===== config.mk =====
export PLATFORM = sky130hd
export DESIGN_NAME = axi_slave_wr_arbiter
export DESIGN_NICKNAME = d
export VERILOG_FILES = /design/src/rtl/axi_slave_wr_arbiter.sv
export SDC_FILE = /design/constraint.sdc
export NUM_CORES = 1
export LEC_CHECK = 0
export ABC_CLOCK_PERIOD_IN_PS = 2800
export CAP_MARGIN = 0
export CORE_MARGIN = 3
export CORE_UTILIZATION = 40
export CTS_BUF_LIST = sky130_fd_sc_hd__clkbuf_8
export CTS_CLUSTER_DIAMETER = 120
export DETAILED_ROUTE_END_ITERATION = 8
export DONT_BUFFER_PORTS = 1
export SLEW_MARGIN = 10
export SYNTH_ARGS = -nofsm -noshare
export SYNTH_HDL_FRONTEND = slang
export SYNTH_SLANG_ARGS = --single-unit

===== constraint.sdc =====
create_clock -name BUS_CLK -period 2.8 [get_ports BUS_CLK]
set_clock_uncertainty 0.05 [all_clocks]
set_input_delay 0.28 -clock BUS_CLK [delete_from_list [all_inputs] [get_ports BUS_CLK]]
set_output_delay 0.28 -clock BUS_CLK [all_outputs]
set_load 0.01 [all_outputs]

===== src/rtl/axi_slave_wr_arbiter.sv =====
// Per-slave AW/W round-robin arbiter with outstanding-burst cap.
// Drives handshakes only; payload muxing is selected by GRANT_ID.
module axi_slave_wr_arbiter #(
    parameter int M_WIDTH = 2,
    parameter int MAX_OST = 4,
    parameter int OST_W   = 3
) (
    input  logic                     BUS_CLK,
    input  logic                     BUS_RST,
    input  logic [(2**M_WIDTH)-1:0] M_AWVALID,
    output logic [(2**M_WIDTH)-1:0] M_AWREADY,
    input  logic [(2**M_WIDTH)-1:0] M_WVALID,
    input  logic [(2**M_WIDTH)-1:0] M_WLAST,
    output logic [(2**M_WIDTH)-1:0] M_WREADY,
    output logic                     S_AWVALID,
    input  logic                     S_AWREADY,
    output logic                     S_WVALID,
    output logic                     S_WLAST,
    input  logic                     S_WREADY,
    input  logic                     S_BVALID,
    input  logic                     S_BREADY,
    output logic [M_WIDTH-1:0]       GRANT_ID,
    output logic [OST_W-1:0]         OST_CNT,
    output logic                     OST_ERR
);

    localparam int NM = 2 ** M_WIDTH;

    typedef enum logic [1:0] {
        IDLE,
        ADDR,
        DATA
    } state_e;

    state_e             state_q, state_d;
    logic [M_WIDTH-1:0] grant_q, grant_d;
    logic [M_WIDTH-1:0] rr_q, rr_d;
    logic [OST_W-1:0]   ost_q, ost_d;
    logic               err_q, err_d;

    logic               found;
    logic [M_WIDTH-1:0] pick;
    logic [M_WIDTH-1:0] idx;
    logic               aw_hs;
    logic               b_hs;

    // First requester at or after the pointer; M_WIDTH-bit add wraps mod NM
    always_comb begin
        found = 1'b0;
        pick  = rr_q;
        idx   = '0;
        for (int i = 0; i < NM; i++) begin
            idx = rr_q + M_WIDTH'(i);
            if (!found && M_AWVALID[idx]) begin
                found = 1'b1;
                pick  = idx;
            end
        end
    end

    always_comb begin
        S_AWVALID = 1'b0;
        S_WVALID  = 1'b0;
        S_WLAST   = 1'b0;
        M_AWREADY = '0;
        M_WREADY  = '0;
        state_d   = state_q;
        grant_d   = grant_q;
        rr_d      = rr_q;
        unique case (state_q)
            IDLE: begin
                if (found && (ost_q < OST_W'(MAX_OST))) begin
                    grant_d = pick;
                    state_d = ADDR;
                end
            end
            ADDR: begin
                S_AWVALID          = M_AWVALID[grant_q];
                M_AWREADY[grant_q] = S_AWREADY;
                if (S_AWVALID && S_AWREADY) begin
                    state_d = DATA;
                end
            end
            DATA: begin
                S_WVALID          = M_WVALID[grant_q];
                S_WLAST           = M_WLAST[grant_q];
                M_WREADY[grant_q] = S_WREADY;
                if (S_WVALID && S_WREADY && S_WLAST) begin
                    state_d = IDLE;
                    rr_d    = grant_q + M_WIDTH'(1);
                end
            end
            default: state_d = IDLE;
        endcase
    end

    assign aw_hs = (state_q == ADDR) && S_AWVALID && S_AWREADY;
    assign b_hs  = S_BVALID && S_BREADY;

    // Simultaneous AW and B handshakes cancel out
    always_comb begin
        ost_d = ost_q;
        err_d = err_q;
        if (aw_hs && !b_hs) begin
            ost_d = ost_q + OST_W'(1);
        end else if (b_hs && !aw_hs) begin
            if (ost_q == '0) begin
                err_d = 1'b1;
            end else begin
                ost_d = ost_q - OST_W'(1);
            end
        end
    end

    always_ff @(posedge BUS_CLK) begin
        if (BUS_RST) begin
            state_q <= IDLE;
            grant_q <= '0;
            rr_q    <= '0;
            ost_q   <= '0;
            err_q   <= 1'b0;
        end else begin
            state_q <= state_d;
            grant_q <= grant_d;
            rr_q    <= rr_d;
            ost_q   <= ost_d;
            err_q   <= err_d;
        end
    end

    assign GRANT_ID = grant_q;
    assign OST_CNT  = ost_q;
    assign OST_ERR  = err_q;

endmodule


==> results of run 1 <==
## report_power, final
group	total (mW)	leakage (nW)	switching, mW	internal (mW)
clock	0.149	0.0216	0.0550	0.0940
combinational	0.108	0.244	0.0571	0.0513
sequential	0.175	0.0817	0.0188	0.156
total	0.432	0.347	0.131	0.301
## kinds of logic after synthesis
logic type      after synthesis  share of synthesized area, %
compound gates               16                          13.1
xor+xnor                      2                          2.32
fa+ha+maj                     7                          12.6
buf+inv                       8                          3.98
flops                        10                          26.5
mux                           4                          10.3
simple gates                 41                          31.2
## sequential cells by signal (all words and copies together), names as in the netlist
signal    cells
state_q       2
rr_q          2
OST_CNT       3
OST_ERR       1
GRANT_ID      2
## worst max-delay path by stage
stage          cells past startpoint         from    endpoint  slack, ns
4_1_cts                            9  GRANT_ID[0]  OST_CNT[2]       0.44
3_3_place_gp                       9  GRANT_ID[0]  OST_CNT[2]       0.55
5_1_grt                            9   state_q[0]  OST_CNT[2]       0.30
6_report                           9  GRANT_ID[0]  OST_CNT[2]       0.45
3_5_place_dp                       9  GRANT_ID[0]  OST_CNT[2]       0.45
2_1_floorplan                      9  GRANT_ID[0]  OST_CNT[2]       0.41
## layout make-up
class                           count  share of cell area (%)
Clock buffer                        3                    4.93
Inverter                            7                    3.13
Timing Repair Buffer                2                    1.79
Tap cell                           25                    3.73
Sequential cell                    10                    23.9
Multi-Input combinational cell     70                    62.5
## through the flow
| stage | util, % | cell area [µm²] | power [mW] | std cells |
|---|---|---|---|---|
| finish | 48.0 | 838 | 0.432 | 117 |
| detailed placement | 45.7 | 797 | 0.286 | 114 |
| global placement | 45.7 | 797 | 0.284 | 114 |
| global route | 48.0 | 838 | 0.467 | 117 |
| floorplan | - | 754 | 0.262 | 88 |
| CTS | 48.0 | 838 | 0.441 | 117 |
## routing by layer
metal	up-vias	routed length [µm]	track usage, %
met1	314	673	17.0
met5	-	0	0
met3	3	177	7.03
li1	320	-	-
met2	33	791	23.0
met4	0	16	4.15
## placed cells by master (no fill, tap or decap), types with 2 or more instances in the layout
cell and n:
sky130_fd_sc_hd__nor2b_1 3, sky130_fd_sc_hd__nand3_1 2, sky130_fd_sc_hd__clkbuf_8 3, sky130_fd_sc_hd__mux4_2 3, sky130_fd_sc_hd__and3_1 4, sky130_fd_sc_hd__ha_1 6, sky130_fd_sc_hd__and2_1 6, sky130_fd_sc_hd__nor4_1 2
sky130_fd_sc_hd__dfxtp_1 10, sky130_fd_sc_hd__buf_4 2, sky130_fd_sc_hd__and3b_1 2, sky130_fd_sc_hd__nor2_1 8, sky130_fd_sc_hd__o21ai_0 4, sky130_fd_sc_hd__inv_1 7, sky130_fd_sc_hd__nor3_1 3, sky130_fd_sc_hd__nand2_1 6
sky130_fd_sc_hd__a21oi_1 6, sky130_fd_sc_hd__o21ai_1 2
## worst register-to-register path: cells and delay by family, from the launching register on
kind | cells | cell delay [ns]
compound gates | 1 | 0.17
xor+xnor | 1 | 0.18
fa+ha+maj | 2 | 0.57
buf+inv | 2 | 0.14
flops | 1 | 0.32
mux | 1 | 0.36
simple gates | 2 | 0.49
==> implementation parameters, run 1 <==
Parameter                              Value

Route
  Final wirelength    1660 µm
  Detail Route Antenna Nets    0
  Total via count after detailed routing    670
  DRC Markers    0
  WL per Instance    14.2 µm
  TritonRoute pass-1 iters    4
  Routed via count divided by cell count    5.73
  Iteration-0 DRC Markers    8

Yosys
  Post-synthesis cell area    754 µm²
  Cell types occupying the most area after synthesis    sky130_fd_sc_hd__dfxtp_1 27%, sky130_fd_sc_hd__ha_1 10%, sky130_fd_sc_hd__mux4_2 9.0%
  Count of cell types in the netlist    30
  Synth warn    0
  Mean instance size in the synthesized netlist    8.57 µm²
  Share of the synthesized area in the top cell type    26.5%
  Fraction of the yosys area taken by sequential cells    26.5%
  Most used flip-flop cell after synthesis    sky130_fd_sc_hd__dfxtp_1
  Number of register bits inferred by synthesis    10
  Number of cells produced by synthesis    88
  Share of async-settable or async-resettable flops after synthesis    0%
  Most repeated cell in the gate-level netlist after synthesis    sky130_fd_sc_hd__dfxtp_1
  EDFF count, synth    0
  Cell type with the largest total area after synthesis    sky130_fd_sc_hd__dfxtp_1
  Synthesized netlist net count    113
  Most frequent cells after synthesis    10 x sky130_fd_sc_hd__dfxtp_1, 8 x sky130_fd_sc_hd__nor2_1, 7 x sky130_fd_sc_hd__inv_1

Floorplanning
  Site row count    15
  Height of the die    49.4 µm
  Die W    49.4 µm
  Ports    35
  Floorplan core area    1750 µm²
  Starting Density    43.2%
  Total Die Area    2440 µm²

CTS
  Clock edge transition at the registers on the reported setup and hold paths    0.05 ns
  CTS Hold Bufs    0
  Clock Sinks    10
  Clock tree from TritonCTS    done
  Depth of the CTS H-tree    1
  CTS resizes    0
  Clock buffer count from CTS    3
  Root cell of the clock tree    sky130_fd_sc_hd__clkbuf_8
  Setup bufs post-CTS    0
  Clock latency at the later pin of the worst-skew pair    0.24 ns
  Clock Tree Buf Depth    2

Hold path
  Worst Hold Endpoint    rr_q[0]
  Number of cells traversed by the worst hold path    1
  Hold wc startpoint    BUS_RST
  Worst min-delay path category    in2reg

Cells and area
  Layout overhead on the synthesized area    11.1%
  Layout cell share with drive strength beyond 1    12.0%
  Area used by sequential logic in the layout    200 µm²
  Final-layout fill cell count    196
  Antenna diode count    0
  Nets    119
  Multi-input combinational cell area    524 µm²

STA
  Post-layout min period    2.35 ns
  Final Hold Fails    0
  Max-slew violation total from the final report    0
  Slew HR    67.0%
  Hold slack    0.0475 ns
  Unrepaired setup endpoints after global routing    false
  Final sum of negative setup slack    0 ns
  Count of final setup violators    0
  Transition time at the pin with the least slew margin    0.491 ns
  Fmax    0.426 GHz
  Final worst setup slack    0.454 ns
  Share of the cycle needed by the critical path after routing    83.8%

Global routing
  Vias in the first global route    597
  Largest net degree at the start of global routing    11
  Grt total ovfl    0
  Tot GR Track Use    14.4%
  Wire length of the first global-routing pass    2700 µm
  Initial antenna violation count    0

Pwr
  Worst ir drop on vdd    332 µV
  Power density normalized to cell area    515 nW/µm²
  Standby leakage power    0.347 nW

Setup path
  Crit path max-delay family    adder cells
  Cell count of the worst reg-to-reg path    9
  Worst Setup End Kind    flop
  Maximum single-stage delay on the critical path    0.40 ns
  CP required    2.92 ns
  Critical Path Most Common Cell    sky130_fd_sc_hd__inv_1
  Arrival time reported for the critical path endpoint    2.46 ns
  Launching element type of the critical path    flop
  Register-to-register setup slack    0.45 ns
  CP max-delay cell    sky130_fd_sc_hd__or4_1
  Buffer and inverter count on the worst path    2
  Worst Path Class, Setup    reg2reg
  Start of the worst register-to-register path    GRANT_ID[0]
  Endpoint of the lowest-slack register-to-register path    OST_CNT[2]
  Worst-path cell chain    mux4_2 > nand2_1 > inv_1 > ha_1 > inv_1 > fa_1 > xor2_1 > or4_1 > a21oi_1
  Crit path max fanout    3

Placed design
  Count of input and output buffers    0
  Pre-CTS worst setup slack    0.446 ns
  Global placer's final weighted congestion    0.776
  HPWL reported at the end of detailed placement    1320 µm

Status
  Status    complete, no violations

Job
  Max_cap viols    0
(Power assumes the default switching activity.)
==> inputs of run 2 (changes only) <==
--- a/config.mk
+++ b/config.mk
@@ -5,7 +5,7 @@
 export SDC_FILE = /design/constraint.sdc
 export NUM_CORES = 1
 export LEC_CHECK = 0
-export ABC_CLOCK_PERIOD_IN_PS = 2800
+export ABC_CLOCK_PERIOD_IN_PS = 2160
 export CAP_MARGIN = 0
 export CORE_MARGIN = 3
 export CORE_UTILIZATION = 40
==> constraint.sdc (replaced) <==
create_clock -name BUS_CLK -period 2.16 [get_ports BUS_CLK]
set_clock_uncertainty 0.05 [all_clocks]
set_input_delay 0.216 -clock BUS_CLK [delete_from_list [all_inputs] [get_ports BUS_CLK]]
set_output_delay 0.216 -clock BUS_CLK [all_outputs]
set_load 0.01 [all_outputs]
==> implementation parameters, run 2 (synthesis results as in run 1) <==
Parameter                              Value

Status
  Status    finished with violations (was complete, no violations)
  Failing checks    negative setup slack

Route
  DRC Markers    0 (unchanged)
  Top routing layer used    met3 (was met4)
  WL per Instance    13.6 µm (was 14.2 µm)
  Routed length on met3    122 µm (was 177 µm)
  Detail Route Antenna Nets    0 (unchanged)
  TritonRoute pass-1 iters    4 (unchanged)
  Final wirelength    1700 µm (was 1660 µm)
  Total via count after detailed routing    658 (was 670)
  Wire length on met2    813 µm (was 791 µm)
  Iteration-0 DRC Markers    6 (was 8)
  Met1 layer wirelength in the final routing    762 µm (was 673 µm)
  Routed via count divided by cell count    5.26 (was 5.73)

STA
  Transition time at the pin with the least slew margin    0.499 ns (was 0.491 ns)
  Final sum of negative setup slack    -0.00173 ns (was 0 ns)
  Count of final setup violators    1 (was 0)
  Share of the cycle needed by the critical path after routing    100% (was 83.8%)
  Final worst setup slack    -0.00173 ns (was 0.454 ns)
  Hold slack    0.121 ns (was 0.0475 ns)
  Final Hold Fails    0 (unchanged)
  Slew HR    66.4% (was 67.0%)
  Unrepaired setup endpoints after global routing    true (was false)
  Max-slew violation total from the final report    0 (unchanged)
  Fmax    0.463 GHz (was 0.426 GHz)
  Post-layout min period    2.16 ns (was 2.35 ns)

CTS
  Clock edge transition at the registers on the reported setup and hold paths    0.05 ns (about the same)
  Clock buffer count from CTS    3 (unchanged)
  Clock Tree Buf Depth    2 (unchanged)
  Root cell of the clock tree    sky130_fd_sc_hd__clkbuf_8 (unchanged)
  Clock tree from TritonCTS    done (unchanged)
  Clock Sinks    10 (unchanged)
  Clock latency at the later pin of the worst-skew pair    0.23 ns (was 0.24 ns)
  Depth of the CTS H-tree    1 (unchanged)

Setup path
  Crit path max fanout    2 (was 3)
  Worst-path cell chain    mux4_2 > nand2_2 > inv_2 > ha_4 > inv_2 > fa_2 > xor2_1 > or4_1 > a21oi_1 (was mux4_2 > nand2_1 > inv_1 > ha_1 > inv_1 > fa_1 > xor2_1 > or4_1 > a21oi_1)
  Launching element type of the critical path    flop (unchanged)
  Crit path max-delay family    simple AND/OR/NAND/NOR gates (was adder cells)
  CP required    2.27 ns (was 2.92 ns)
  Worst Path Class, Setup    reg2reg (unchanged)
  Critical Path Most Common Cell    sky130_fd_sc_hd__inv_2 (was sky130_fd_sc_hd__inv_1)
  Buffer and inverter count on the worst path    2 (unchanged)
  CP max-delay cell    sky130_fd_sc_hd__or4_1 (unchanged)
  Maximum single-stage delay on the critical path    0.41 ns (was 0.40 ns)
  Worst Setup End Kind    flop (unchanged)
  Arrival time reported for the critical path endpoint    2.27 ns (was 2.46 ns)

Placed design
  Placed Instance Area    850 µm² (was 797 µm²)
  HPWL reported at the end of detailed placement    1290 µm (was 1320 µm)
  Count of input and output buffers    0 (unchanged)
  Cell count after placement    118 (was 114)
  Global placer's final weighted congestion    0.687 (was 0.776)

Global routing
  Grt total ovfl    0 (unchanged)
  Tot GR Track Use    14.7% (was 14.4%)
  Wire length of the first global-routing pass    2750 µm (was 2700 µm)
  Vias in the first global route    592 (was 597)
  Largest net degree at the start of global routing    11 (unchanged)
  Initial antenna violation count    0 (unchanged)

Floorplanning
  Total Die Area    2440 µm² (unchanged)
  Floorplan core area    1750 µm² (unchanged)
  Height of the die    49.4 µm (unchanged)
  Ports    35 (unchanged)
  Site row count    15 (unchanged)
  Die W    49.4 µm (unchanged)
  Starting Density    43.2% (unchanged)

Cells and area
  Commonest cells after routing, fill and taps aside    8 x sky130_fd_sc_hd__dfxtp_1, 8 x sky130_fd_sc_hd__nor2_1, 8 x sky130_fd_sc_hd__buf_4 (was 10 x sky130_fd_sc_hd__dfxtp_1, 8 x sky130_fd_sc_hd__nor2_1, 7 x sky130_fd_sc_hd__inv_1)
  Antenna diode count    0 (unchanged)
  Finished layout cell area    920 µm² (was 838 µm²)
  Flip-flop count of the largest register after layout    3 (unchanged)
  Nets    126 (was 119)
  Layout overhead on the synthesized area    21.9% (was 11.1%)
  Share of the core filled with cells    52.7% (was 48.0%)
  Final-layout fill cell count    176 (was 196)
  Number of standard cells in the final layout excluding fillers    125 (was 117)
  Layout cell share with drive strength beyond 1    24.0% (was 12.0%)

Job
  Max_cap viols    0 (unchanged)

Pwr
  Power density normalized to cell area    643 nW/µm² (was 515 nW/µm²)
  Standby leakage power    0.385 nW (was 0.347 nW)
  Worst ir drop on vdd    306 µV (was 332 µV)

Hold path
  Worst min-delay path category    in2reg (unchanged)
[run 2: where the power goes]
group / internal [mW] / leakage [nW] / total (mW) / switching, mW
sequential: 0.202 / 0.0827 / 0.225 / 0.0225
combinational: 0.0841 / 0.275 / 0.169 / 0.0849
clock: 0.124 / 0.0269 / 0.198 / 0.0735
[run 2: metal layers]
metal | vias up | track usage [%]
li1 | 339 | -
met3 | 0 | 7.34
met2 | 15 | 21.9
met4 | 0 | 2.76
met5 | - | 0
met1 | 304 | 19.1
[run 2: metrics by stage]
step	total power, mW	setup slack [ns]
floorplan	0.345	0.00792
global placement	0.383	0.0639
detailed placement	0.387	0.0225
CTS	0.592	0.00137
global route	0.629	-0.125
finish	0.592	-0.00173
[run 2: final cells by class]
class / count / area (µm²) / area share (%)
multi-input cells: 70 / 542 / 58.9
flip-flops and latches: 10 / 205 / 22.3
repair buffers: 9 / 70.1 / 7.62
clock buffers: 3 / 41.3 / 4.49
well taps: 25 / 31.3 / 3.40
inverters: 7 / 26.3 / 2.86
clock inverters: 1 / 3.75 / 0.408
[run 2: path summary, 6_finish.rpt]
kind,slack [ns],end,cells past startpoint,start
worst max-delay path,-0.002,OST_CNT[2],9,GRANT_ID[0]
worst min-delay path,0.12,GRANT_ID[1],2,M_AWVALID[1]
worst max register to register,-0.002,OST_CNT[2],9,GRANT_ID[0]
worst min register to register,0.46,state_q[0],1,state_q[1]
[run 2: what timing repair did]
action / CTS / global route
hold endpoints to repair: 10 / 0
endpoints found under the setup margin: 0 / 1
setup buffers: 0 / 2
hold buffers: 1 / 0
gates resized for setup: 0 / 1
